<file path="config.mk">
export PLATFORM = sky130hd
export DESIGN_NAME = battle_round_controller
export DESIGN_NICKNAME = d
export VERILOG_FILES = /design/src/rtl/battle_round_controller.sv
export SDC_FILE = /design/constraint.sdc
export NUM_CORES = 1
export LEC_CHECK = 0
export BUFFER_PORTS_ARGS = -buffer_cell sky130_fd_sc_hd__buf_4
export CELL_PAD_IN_SITES_DETAIL_PLACEMENT = 2
export CELL_PAD_IN_SITES_GLOBAL_PLACEMENT = 2
export CORE_MARGIN = 1
export CORE_UTILIZATION = 30
export DETAILED_ROUTE_END_ITERATION = 8
export PLACE_DENSITY = 0.73
export SYNTH_ARGS = -nofsm -noshare
export SYNTH_HDL_FRONTEND = slang
export SYNTH_SLANG_ARGS = --single-unit
export TNS_END_PERCENT = 1
</file>
<file path="constraint.sdc">
create_clock -name i_clk -period 3.8 [get_ports i_clk]
set_input_delay 0.19 -clock i_clk [delete_from_list [all_inputs] [get_ports i_clk]]
set_output_delay 0.19 -clock i_clk [all_outputs]
set_load 0.03 [all_outputs]
</file>
<file path="src/rtl/battle_round_controller.sv">
// battle_round_controller
//   Sequences one damage-calculation pass per enabled frame. It pulses the
//   calculator start, waits a bounded number of cycles for the calculator to
//   finish, then applies the returned damage/heal to player HP. It also owns
//   the invulnerability frames, game over and the sticky error flags.
// Ports
//   i_clk, i_reset          clock, synchronous active-high reset
//   i_frame_tick, i_enable  frame pulse and battle-phase enable
//   o_calc_start            one-cycle start pulse to the damage calculator
//   i_calc_done             calculator complete pulse
//   i_calc_damage/heal      calculator results, valid with i_calc_done
//   o_hp                    current player HP
//   o_hit_flash             high while invulnerability is active
//   o_game_over             high once HP reaches 0, held until reset
//   o_busy                  high in START/WAIT/APPLY
//   o_timeout_err           sticky: a pass was aborted on timeout
//   o_frame_overrun         sticky: a frame tick arrived while busy
module battle_round_controller #(
    parameter int unsigned MAX_HP   = 100,
    parameter int unsigned HEAL_AMT = 10,
    parameter int unsigned IFRAMES  = 2,
    parameter int unsigned TIMEOUT  = 16
) (
    input  logic       i_clk,
    input  logic       i_reset,
    input  logic       i_frame_tick,
    input  logic       i_enable,
    output logic       o_calc_start,
    input  logic       i_calc_done,
    input  logic [7:0] i_calc_damage,
    input  logic       i_calc_heal,
    output logic [7:0] o_hp,
    output logic       o_hit_flash,
    output logic       o_game_over,
    output logic       o_busy,
    output logic       o_timeout_err,
    output logic       o_frame_overrun
);

    localparam int unsigned TW = $clog2(TIMEOUT);
    localparam int unsigned IW = (IFRAMES > 0) ? $clog2(IFRAMES + 1) : 1;

    localparam logic [2:0] S_IDLE  = 3'd0;
    localparam logic [2:0] S_START = 3'd1;
    localparam logic [2:0] S_WAIT  = 3'd2;
    localparam logic [2:0] S_APPLY = 3'd3;
    localparam logic [2:0] S_DEAD  = 3'd4;

    logic [2:0]    r_state, w_state_nxt;
    logic [TW-1:0] r_timer, w_timer_nxt;
    logic [IW-1:0] r_invuln, w_invuln_nxt;
    logic [7:0]    r_hp, w_hp_nxt;
    logic [7:0]    r_dmg, w_dmg_nxt;
    logic          r_heal, w_heal_nxt;
    logic          r_calc_start, r_busy, r_hit_flash;
    logic          r_game_over, w_game_over_nxt;
    logic          r_timeout_err, w_timeout_err_nxt;
    logic          r_frame_overrun, w_frame_overrun_nxt;

    // Damage application arithmetic; only consumed in APPLY
    logic [7:0] w_d;
    logic [7:0] w_hp_sub;
    logic [8:0] w_hp_heal;
    logic [7:0] w_hp_cap;

    always_comb begin
        w_d       = (r_invuln != '0) ? 8'd0 : r_dmg;
        w_hp_sub  = (w_d >= r_hp) ? 8'd0 : r_hp - w_d;
        w_hp_heal = {1'b0, w_hp_sub} + 9'(HEAL_AMT);
        w_hp_cap  = (w_hp_heal > 9'(MAX_HP)) ? 8'(MAX_HP) : w_hp_heal[7:0];
    end

    // Next-state and next-register logic
    always_comb begin
        w_state_nxt         = r_state;
        w_timer_nxt         = r_timer;
        w_invuln_nxt        = r_invuln;
        w_hp_nxt            = r_hp;
        w_dmg_nxt           = r_dmg;
        w_heal_nxt          = r_heal;
        w_game_over_nxt     = r_game_over;
        w_timeout_err_nxt   = r_timeout_err;
        w_frame_overrun_nxt = r_frame_overrun;

        // Invulnerability runs on frame time; frozen once dead
        if (r_state != S_DEAD && i_frame_tick && r_invuln != '0) begin
            w_invuln_nxt = r_invuln - IW'(1);
        end

        // A tick while a pass is in flight is dropped, not queued
        if (i_frame_tick && r_busy) begin
            w_frame_overrun_nxt = 1'b1;
        end

        case (r_state)
            S_IDLE: begin
                if (i_frame_tick && i_enable) begin
                    w_state_nxt = S_START;
                end
            end
            S_START: begin
                w_timer_nxt = '0;
                w_state_nxt = S_WAIT;
            end
            S_WAIT: begin
                if (i_calc_done) begin
                    w_dmg_nxt   = i_calc_damage;
                    w_heal_nxt  = i_calc_heal;
                    w_state_nxt = S_APPLY;
                end else if (r_timer == TW'(TIMEOUT - 1)) begin
                    w_timeout_err_nxt = 1'b1;
                    w_state_nxt       = S_IDLE;
                end else begin
                    w_timer_nxt = r_timer + TW'(1);
                end
            end
            S_APPLY: begin
                if (w_hp_sub == 8'd0) begin
                    w_hp_nxt        = 8'd0;
                    w_game_over_nxt = 1'b1;
                    w_state_nxt     = S_DEAD;
                end else begin
                    w_hp_nxt    = r_heal ? w_hp_cap : w_hp_sub;
                    w_state_nxt = S_IDLE;
                end
                // Reload wins over a same-cycle frame-tick decrement
                if (w_d != 8'd0) begin
                    w_invuln_nxt = IW'(IFRAMES);
                end
            end
            S_DEAD: begin
                w_state_nxt = S_DEAD;
            end
            default: begin
                w_state_nxt = S_IDLE;
            end
        endcase
    end

    // State and output registers; outputs follow the next state so they align with it
    always_ff @(posedge i_clk) begin
        if (i_reset) begin
            r_state         <= S_IDLE;
            r_timer         <= '0;
            r_invuln        <= '0;
            r_hp            <= 8'(MAX_HP);
            r_dmg           <= 8'd0;
            r_heal          <= 1'b0;
            r_calc_start    <= 1'b0;
            r_busy          <= 1'b0;
            r_hit_flash     <= 1'b0;
            r_game_over     <= 1'b0;
            r_timeout_err   <= 1'b0;
            r_frame_overrun <= 1'b0;
        end else begin
            r_state         <= w_state_nxt;
            r_timer         <= w_timer_nxt;
            r_invuln        <= w_invuln_nxt;
            r_hp            <= w_hp_nxt;
            r_dmg           <= w_dmg_nxt;
            r_heal          <= w_heal_nxt;
            r_calc_start    <= (w_state_nxt == S_START);
            r_busy          <= (w_state_nxt == S_START) || (w_state_nxt == S_WAIT) ||
                               (w_state_nxt == S_APPLY);
            r_hit_flash     <= (w_invuln_nxt != '0);
            r_game_over     <= w_game_over_nxt;
            r_timeout_err   <= w_timeout_err_nxt;
            r_frame_overrun <= w_frame_overrun_nxt;
        end
    end

    assign o_calc_start    = r_calc_start;
    assign o_hp            = r_hp;
    assign o_hit_flash     = r_hit_flash;
    assign o_game_over     = r_game_over;
    assign o_busy          = r_busy;
    assign o_timeout_err   = r_timeout_err;
    assign o_frame_overrun = r_frame_overrun;

endmodule

</file>
* Word level (Yosys, flattened, before mapping)
Index checks and enable logic that the tools add are counted.
** Word-level totals
- Flip-flop bits (word level) :: 32
- Bits in latches :: 0
- Bits in writable memories :: 0
- Bits in read-only memories :: 0
- Memories kept :: 0
** Cells by class
- Add/sub/neg operators :: 4
- $mul :: 0
- Divide/modulo/power cells :: 0
- Magnitude comparators :: 2
- Eq/ne operators :: 11
- Shift-type cells :: 0
- Multiplexer cells :: 16
- Bitwise operators :: 1
- Reduce and logical (&&, ||, !) cells :: 16
** Operators with widths (number)
- two-way mux 8 bit :: 5
- one-hot mux 3 bit (5 select lines) :: 1
- equality test 3 x 2 -> 1 bit (second input constant) :: 4
- two-way mux 3 bit :: 4
- adder 8 x 4 -> 9 bit (second input constant) :: 1
- greater-than comparator 9 x 7 -> 1 bit (second input constant) :: 1
- >= comparator 8 bit :: 1
- zero test 8 bit :: 1
- two-way mux 4 bit :: 2
- one-hot mux 4 bit (2 select lines) :: 1
- nonzero test 8 bit :: 1
- subtractor 8 bit :: 1
- equality test 3 x 1 -> 1 bit (second input constant) :: 2
- two-way mux 2 bit :: 3
- AND reduction 3 bit :: 2
- nonzero test 2 bit :: 3
- adder 4 x 1 -> 4 bit (second input constant) :: 1
- equality test 4 bit (second input constant) :: 1
- logical AND 1 bit :: 4
- != test 2 bit (second input constant) :: 2
- AND reduction 2 bit :: 2
- equality test 3 bit (second input constant) :: 1
- zero test 3 bit :: 1
- != test 3 bit (second input constant) :: 1
- 3 further kinds :: 4

* Logic depth before layout (Yosys ltp)
Gate-level depths: netlist of run 1.
- Word-level depth :: 10
- Gate-level depth with buffers :: 20
- Depth with buffers taken out :: 19

* Worst setup path after synthesis of run 1
OpenSTA, ideal clock, no wires.
- Kind :: register -> register
- Start point :: register r_invuln[0]
- End point :: register r_hp[2], in the netlist o_hp[2]
- Library setup time :: 0.122 ns
- Arrival time :: 3.885 ns
- Path slack :: -0.207 ns
- Stages on the path, launching flop included :: 20
- Path buffers :: 2
- Period minus slack after synthesis :: 4.007 ns
- Path through :: dfxtp_1 -> inv_1 -> ha_1 -> clkbuf_1 -> and2_1 -> ha_1 -> inv_1 -> fa_1 -> a211oi_2 -> nor3_2 -> o21a_1 -> and2_1 -> ha_1 -> clkbuf_1 -> a21oi_1 -> nor4_4 -> mux2_4 -> nor3_4 -> a31oi_1 -> a221o_1
** On the way
- Word-level cells in the longest chain between the ends :: 9
** Ends and longest elaborated chain
- from (decl) :: RTL line 51 : logic [IW-1:0] r_invuln, w_invuln_nxt;
- from (signal assigned) :: RTL line 158 : r_invuln <= w_invuln_nxt;
- nonzero test 2 bit (*) :: RTL line 67 : w_d = (r_invuln != '0) ? 8'd0 : r_dmg;
- two-way mux 8 bit (*) :: RTL line 67
- subtractor 8 bit / >= comparator 8 bit (equally long branches) :: RTL line 68 : w_hp_sub = (w_d >= r_hp) ? 8'd0 : r_hp - w_d;
- two-way mux 8 bit (*) :: RTL line 68
- adder 8 x 4 -> 9 bit :: RTL line 69 : w_hp_heal = {1'b0, w_hp_sub} + 9'(HEAL_AMT);
- greater-than comparator 9 x 7 -> 1 bit :: RTL line 70 : w_hp_cap = (w_hp_heal > 9'(MAX_HP)) ? 8'(MAX_HP) : w_hp_heal[7:0];
- two-way mux 8 bit :: RTL line 70
- two-way mux 8 bit :: RTL line 123 : w_hp_nxt = r_heal ? w_hp_cap : w_hp_sub;
- two-way mux 8 bit (*) :: RTL line 118 : if (w_hp_sub == 8'd0) begin
- to (signal assigned) :: RTL line 146 : r_hp <= 8'(MAX_HP);
- to (signal assigned) :: RTL line 159 : r_hp <= w_hp_nxt;
- to (decl) :: RTL line 52 : logic [7:0] r_hp, w_hp_nxt;
Mark *: on every way between the ends. The rest lies on a longest branch, timed or not.
A chain may end at the register's enable or synchronous reset.

* Final worst setup path of run 1
Ends and elaborated chain as after synthesis.

==> results.tsv, run 1 <==
stage	metric	value	unit
run_status	status	finished, final reports clean	
routing	drcViolationCount	0	
sta	setup-violations-final	0	
power	p_comb_frac	0.254	
synthesis	synth-seq-cells	32	
sta	slew_headroom	0.6665	
setup_path	r2r-start	r_invuln[0]	
finish	diodes	0	
power	p_per_area	318.6	nW/um^2
finish	drive_above_1_share	0.2797	
clock_tree	clock_path_buffers	2	
sta	max_freq	0.2736	GHz
synthesis	synth_edf_count	0	
clock_tree	cts_tree	built	
setup_path	cp.required	3.98	ns
routing	wl_per_cell	18.17	um
placed_design	port_buffers	27	
setup_path	cp_data_arrival_time	3.84	ns
floorplan	start_util	0.3104	
setup_path	cpPeakStageDelay	0.38	ns
power	intPower	0.0006025	W
clock_tree	clkLatencyLatePin	0.29	ns
sta	post-route-period-util	0.9619	
setup_path	cp_max_fo	8	
clock_tree	cts_buffers	5	
finish	final_area	2718	um^2
global_route	overflow	0	
placed_design	hpwl	5284	um
clock_tree	clock-sinks	32	
global_route	antenna_found_initial	0	
sta	tightest_slew	0.4978	ns
setup_path	crit_family	compound AO/OA/AOI/OAI gates	
floorplan	die_x	85.61	um
clock_tree	clock-root-buffer	clkbuf_8	
setup_path	cp.buffers_inverters	4	
floorplan	dieArea	7328	um^2
power	power_leakage	1.014	nW
placed_design	place_congestion	0.7915	
power	swShare	0.3041	
sta	setup_slack	0.1448	ns
synthesis	synthArstFlopShare	0	
synthesis	yosys_warnings	0	
setup_path	worst_setup_path_end_kind	register	
placed_design	placed_cell_area	2452	um^2
power	vdd_drop_max	0.1510	mV
synthesis	synth_cells	270	
setup_path	crit_path_cell_trace	inv_1 > ha_1 > and2_4 > ha_1 > inv_1 > fa_2 > a211oi_2 > nor3_2 > o21a_1 > nand2_1 > inv_2 > ha_4 > o21ai_0 > nand4_1 > nor4b_2 > buf_4 > nor3_4 > a31oi_1 > a221o_1	
routing	avgViaCountPerCell	5.468	
synthesis	syn_area	2097	um^2
sta	finalHoldViolations	0	
routing	drtIter0Drc	81	
floorplan	io_pins	28	
hold_path	min-delay-start	i_calc_damage[5]	
synthesis	ys_seq_area_frac	0.3055	
setup_path	worst_path_max_delay_cell	fa_2	
hold_path	worstHoldPathType	in -> reg	
power	power_frac_seq	0.411	
power	p_switching	0.0002633	W
placed_design	dp_slack	-0.07608	ns
global_route	first_global_vias	2268	
synthesis	synth_area_per_cell	7.767	um^2
floorplan	rows	30	
finish	nets	337	
sta	fin_crit	3.655	ns
floorplan	die_h	85.61	um
routing	drt_pass1_iterations	4	
routing	antenna_left	0	
job	cap_violations	0	
setup_path	cp-start-kind	register	
clock_tree	htree_levels	2	
routing	routed_wl	7103	um
finish	syn_to_final_growth	29.59	%
synthesis	synth_nets	296	
clock_tree	path_clk_slew	0.07	ns
hold_path	hold_end	r_dmg[5]	
global_route	grt_pass1_wl	11500	um
setup_path	worst_r2r_path_depth	19	
synthesis	synth-main-ff-cell	dfxtp_1	
sta	skew	0.009738	ns
global_route	grtUsageTotal	0.1993	
setup_path	crit_type	reg -> reg	
power	clockPowerShare	0.336	
setup_path	r2r_slack	0.14	ns
floorplan	core	6756	um^2
routing	vias	2138	
global_route	grt_max_degree	31	
hold_path	hold_depth	3	
synthesis	synth_cell_types	56	
setup_path	reg2reg_to	o_hp[2]	
sta	slew_viol_final	0	
power by group through the flow:
stage / Combinational (W) / Clock (W) / Sequential, W
final: 0.000220 / 0.000291 / 0.000356
after detailed placement: 0.000186 / 0 / 0.000363
after global routing: 0.000239 / 0.000316 / 0.000357
after floorplan: 0.000116 / 0 / 0.000368
after global placement: 0.000180 / 0 / 0.000362
after CTS: 0.000192 / 0.000301 / 0.000355
stage by stage:
stage                     utilization  hold slack [ns]  total power (W)  TNS, ns  instances
after floorplan                     -           0.2789        0.0004832        0        270
after global placement         0.3630           0.4401        0.0005423        0        379
after detailed placement       0.3630           0.4505        0.0005485  -0.1290        379
after CTS                      0.3817           0.1449        0.0008489        0        388
after global routing           0.4022           0.1560        0.0009124  -0.1334        391
final                          0.4022           0.1540        0.0008658        0        391
metal layers:
layer / track usage / part of all wire / up-vias
li1: - / - / 1053
met1: 0.2500 / 0.46 / 1044
met2: 0.3535 / 0.50 / 31
met3: 0.03754 / 0.025 / 10
met4: 0.04545 / 0.012 / 0
met5: 0 / 0 / -
layout make-up:
| class | count | area (um^2) |
|---|---|---|
| sequential | 32 | 641.9 |
| fill | 800 | 4039 |
| tap | 80 | 100.1 |
| multi-input combinational | 214 | 1496 |
| inverter | 15 | 56.30 |
| timing repair buffer | 43 | 326.6 |
| clock buffer | 7 | 96.34 |
layout by cell type, fill, tap and decap left out, types with 6 or more instances in the layout:
cell,n
inv_1,13
ha_1,6
clkbuf_8,7
dfxtp_1,31
nor3_1,10
nand4_1,6
nand2_1,32
buf_4,42
nor2_1,28
a21oi_1,29
o21ai_0,13
nand3_1,6
xor2_1,7
Yosys cell counts (all sizes together), types with 2 or more instances:
library cell	instances	area share
xnor2	5	0.021
xor2	8	0.037
a32oi	2	0.0084
a21oi	31	0.076
a221o	2	0.0095
nand2b	2	0.0060
inv	15	0.027
o21ai	16	0.040
dfxtp	32	0.31
nor2	29	0.052
nor4b	2	0.011
o21a	2	0.0072
o41ai	2	0.0084
buf	2	0.0048
or3	4	0.012
a41oi	2	0.0084
a31oi	5	0.015
o31ai	4	0.014
and2	3	0.0090
nand4	6	0.018
nor3	12	0.036
clkbuf	7	0.013
nand3	6	0.014
a22oi	2	0.0072
or2	3	0.0090
nand2	33	0.059
or4	2	0.0090
ha	11	0.066
nor4	3	0.016
and3	2	0.0060
cells by family after synthesis:
family / after synthesis / synth area share
xor gates and xnor gates: 13 / 0.05788
buffers and inverters: 24 / 0.04415
muxes: 2 / 0.01193
adders and majority gates: 12 / 0.07518
AOI/OAI and AO/OA: 75 / 0.2261
DFF: 32 / 0.3055
and+or+nand+nor: 112 / 0.2792
flip-flops by register name, indices dropped and copies added, names as in the netlist:
signal,count
o_timeout_err,1
o_frame_overrun,1
r_invuln,2
o_hit_flash,1
o_game_over,1
o_busy,1
r_heal,1
o_calc_start,1
r_dmg,8
r_state,3
o_hp,8
r_timer,4
worst max path at each step:
stage                      from       to  slack (ns)  cells after the start
CTS                 r_invuln[0]  o_hp[3]       0.002                     18
floorplan           r_invuln[0]  o_hp[2]       0.004                     19
detailed placement  r_invuln[0]  o_hp[3]       -0.08                     18
global route        r_invuln[0]  o_hp[2]       -0.07                     18
finish              r_invuln[0]  o_hp[2]        0.14                     19
global placement    r_invuln[0]  o_hp[2]        0.13                     17
tightest hold or removal path: stages:
cell     delay, ns
buf_4         0.11
nand2_1       0.05
a21oi_1       0.05
timing repair:
action,in CTS,in global routing
hold buffers,0,0
gates resized for setup,4,22
setup buffers,2,3
setup endpoints to repair,4,7
pin swaps,1,8
Note: power is estimated with default switching activity, not from simulation.
==> inputs of run 2 (changes only) <==
- CAP_MARGIN: default -> 20
- HOLD_SLACK_MARGIN: default -> 0.08
- PLACE_DENSITY: 0.73 -> 0.78
==> results.tsv, run 2 (same netlist as run 1, synthesis figures left out) <==
stage	metric	value	unit
placed_design	place_inst	381	
setup_path	cp-endpoint	o_hp[2]	
job	cap_violations	0	
floorplan	io_pins	28	
routing	dr_wl_met2	4111	um
setup_path	crit_type	reg -> reg	
clock_tree	path_clk_slew	0.08	ns
sta	fin_crit	3.838	ns
placed_design	port_buffers	27	
routing	top_layer	met4	
setup_path	cp_data_arrival_time	4.02	ns
routing	wl_per_cell	19.91	um
power	power_leakage	1.050	nW
finish	syn_to_final_growth	32.28	%
global_route	overflow	0	
setup_path	r2r-start	r_invuln[0]	
sta	finalHoldViolations	0	
clock_tree	clock-root-buffer	clkbuf_8	
floorplan	start_util	0.3104	
clock_tree	hold_buffers	0	
setup_path	worst_r2r_path_depth	14	
run_status	status	finished with violations	
clock_tree	clkLatencyLatePin	0.29	ns
sta	slew_headroom	0.6824	
setup_path	cp-start-kind	register	
setup_path	cp_max_fo	10	
clock_tree	htree_levels	2	
finish	final_area	2774	um^2
placed_design	placed_cell_area	2467	um^2
routing	drcViolationCount	0	
floorplan	die_x	85.61	um
floorplan	die_h	85.61	um
sta	slew_viol_final	0	
hold_path	min-delay-start	i_calc_damage[1]	
clock_tree	cts_buffers	5	
floorplan	core	6756	um^2
sta	setup_slack	-0.03828	ns
routing	met1Wirelength	3365	um
placed_design	place_congestion	0.8360	
finish	mostFrequentLayoutCells	buf_4 (48), nand2_1 (33), dfxtp_1 (31), a21oi_1 (29), nor2_1 (28)	
finish	nets	343	
routing	antenna_left	0	
power	p_per_area	310.2	nW/um^2
power	vdd_drop_max	0.1650	mV
setup_path	reg2reg_to	o_hp[2]	
sta	post-route-period-util	1.010	
run_status	violations	setup timing	
clock_tree	clock_path_buffers	2	
floorplan	rows	30	
routing	avgViaCountPerCell	5.663	
clock_tree	cts_tree	built	
setup_path	critPathLaunch	r_invuln[0]	
global_route	grt_max_degree	31	
placed_design	hpwl	5533	um
global_route	grtUsageTotal	0.2067	
hold_path	hold_depth	3	
setup_path	r2r_slack	-0.04	ns
finish	drive_above_1_share	0.2956	
finish	fin_util	0.4106	
global_route	antenna_found_initial	0	
floorplan	dieArea	7328	um^2
routing	vias	2254	
setup_path	worst_setup_path_end_kind	register	
finish	layout_commonest_cell	buf_4	
sta	skew	0.008628	ns
routing	drtIter0Drc	78	
hold_path	worstHoldPathType	in -> reg	
clock_tree	clock-sinks	32	
setup_path	cp.required	3.98	ns
routing	drt_pass1_iterations	4	
global_route	first_global_vias	2292	
routing	routed_wl	7925	um
finish	instances_no_fill	398	
routing	met3WireLength	216	um
sta	tightest_slew	0.4741	ns
sta	max_freq	0.2605	GHz
finish	diodes	0	
sta	setup-violations-final	1	
global_route	grt_pass1_wl	11840	um
power	p_total	0.0008605	W
## run 2: critical path: stages, from the launching register on
cell and delay, ns:
dfxtp_2 0.33, inv_1 0.06, ha_2 0.17, buf_4 0.15, nand2_1 0.14, ha_1 0.34
nor2b_1 0.18, o311a_2 0.37, o22ai_1 0.24, xor2_1 0.17, or4_4 0.55, mux2_4 0.29
nor3_4 0.23, a31oi_1 0.15, a221o_1 0.34
## run 2: what timing repair did
action,4_1_cts,5_1_grt
gates resized for setup,5,23
pin swaps,4,12
buffers inserted,2,7
setup endpoints to repair,1,7
## run 2: per-stage QoR
| stage | hold WS [ns] | setup WS, ns | TNS [ns] |
|---|---|---|---|
| 2_1_floorplan | 0.2789 | 0.004188 | 0 |
| 3_3_place_gp | 0.4389 | 0.05644 | 0 |
| 3_5_place_dp | 0.4523 | -0.04351 | -0.04351 |
| 4_1_cts | 0.1384 | 0.007421 | 0 |
| 5_1_grt | 0.1391 | -0.1349 | -0.3244 |
| 6_report | 0.1437 | -0.03828 | -0.03828 |
## run 2: power breakdown
group,internal [W],switching (W),total (W)
Combinational,0.000100,0.000132,0.000232
Clock,0.000128,0.000145,0.000273
Sequential,0.000346,0.00000988,0.000356
Total,0.000574,0.000287,0.000861
## run 2: layout make-up
class,instances,area (um^2)
fillers,783,3983
multi-input cells,214,1516
flip-flops and latches,32,641.9
repair buffers,49,371.6
well taps,80,100.1
clock buffers,5,68.82
inverters,15,56.30
clock inverters,3,18.77
## run 2: routing by layer
metal | GRT usage | vias up
met4 | 0.06212 | 0
met3 | 0.03465 | 18
met1 | 0.2544 | 1112
met5 | 0 | -
li1 | - | 1074
met2 | 0.3687 | 50
## run 2: worst min path at each step
stage	slack, ns	end
floorplan	0.28	r_state[0]
global placement	0.44	r_dmg[6]
detailed placement	0.45	r_dmg[1]
CTS	0.14	r_dmg[1]
global route	0.14	r_dmg[5]
finish	0.14	r_dmg[1]
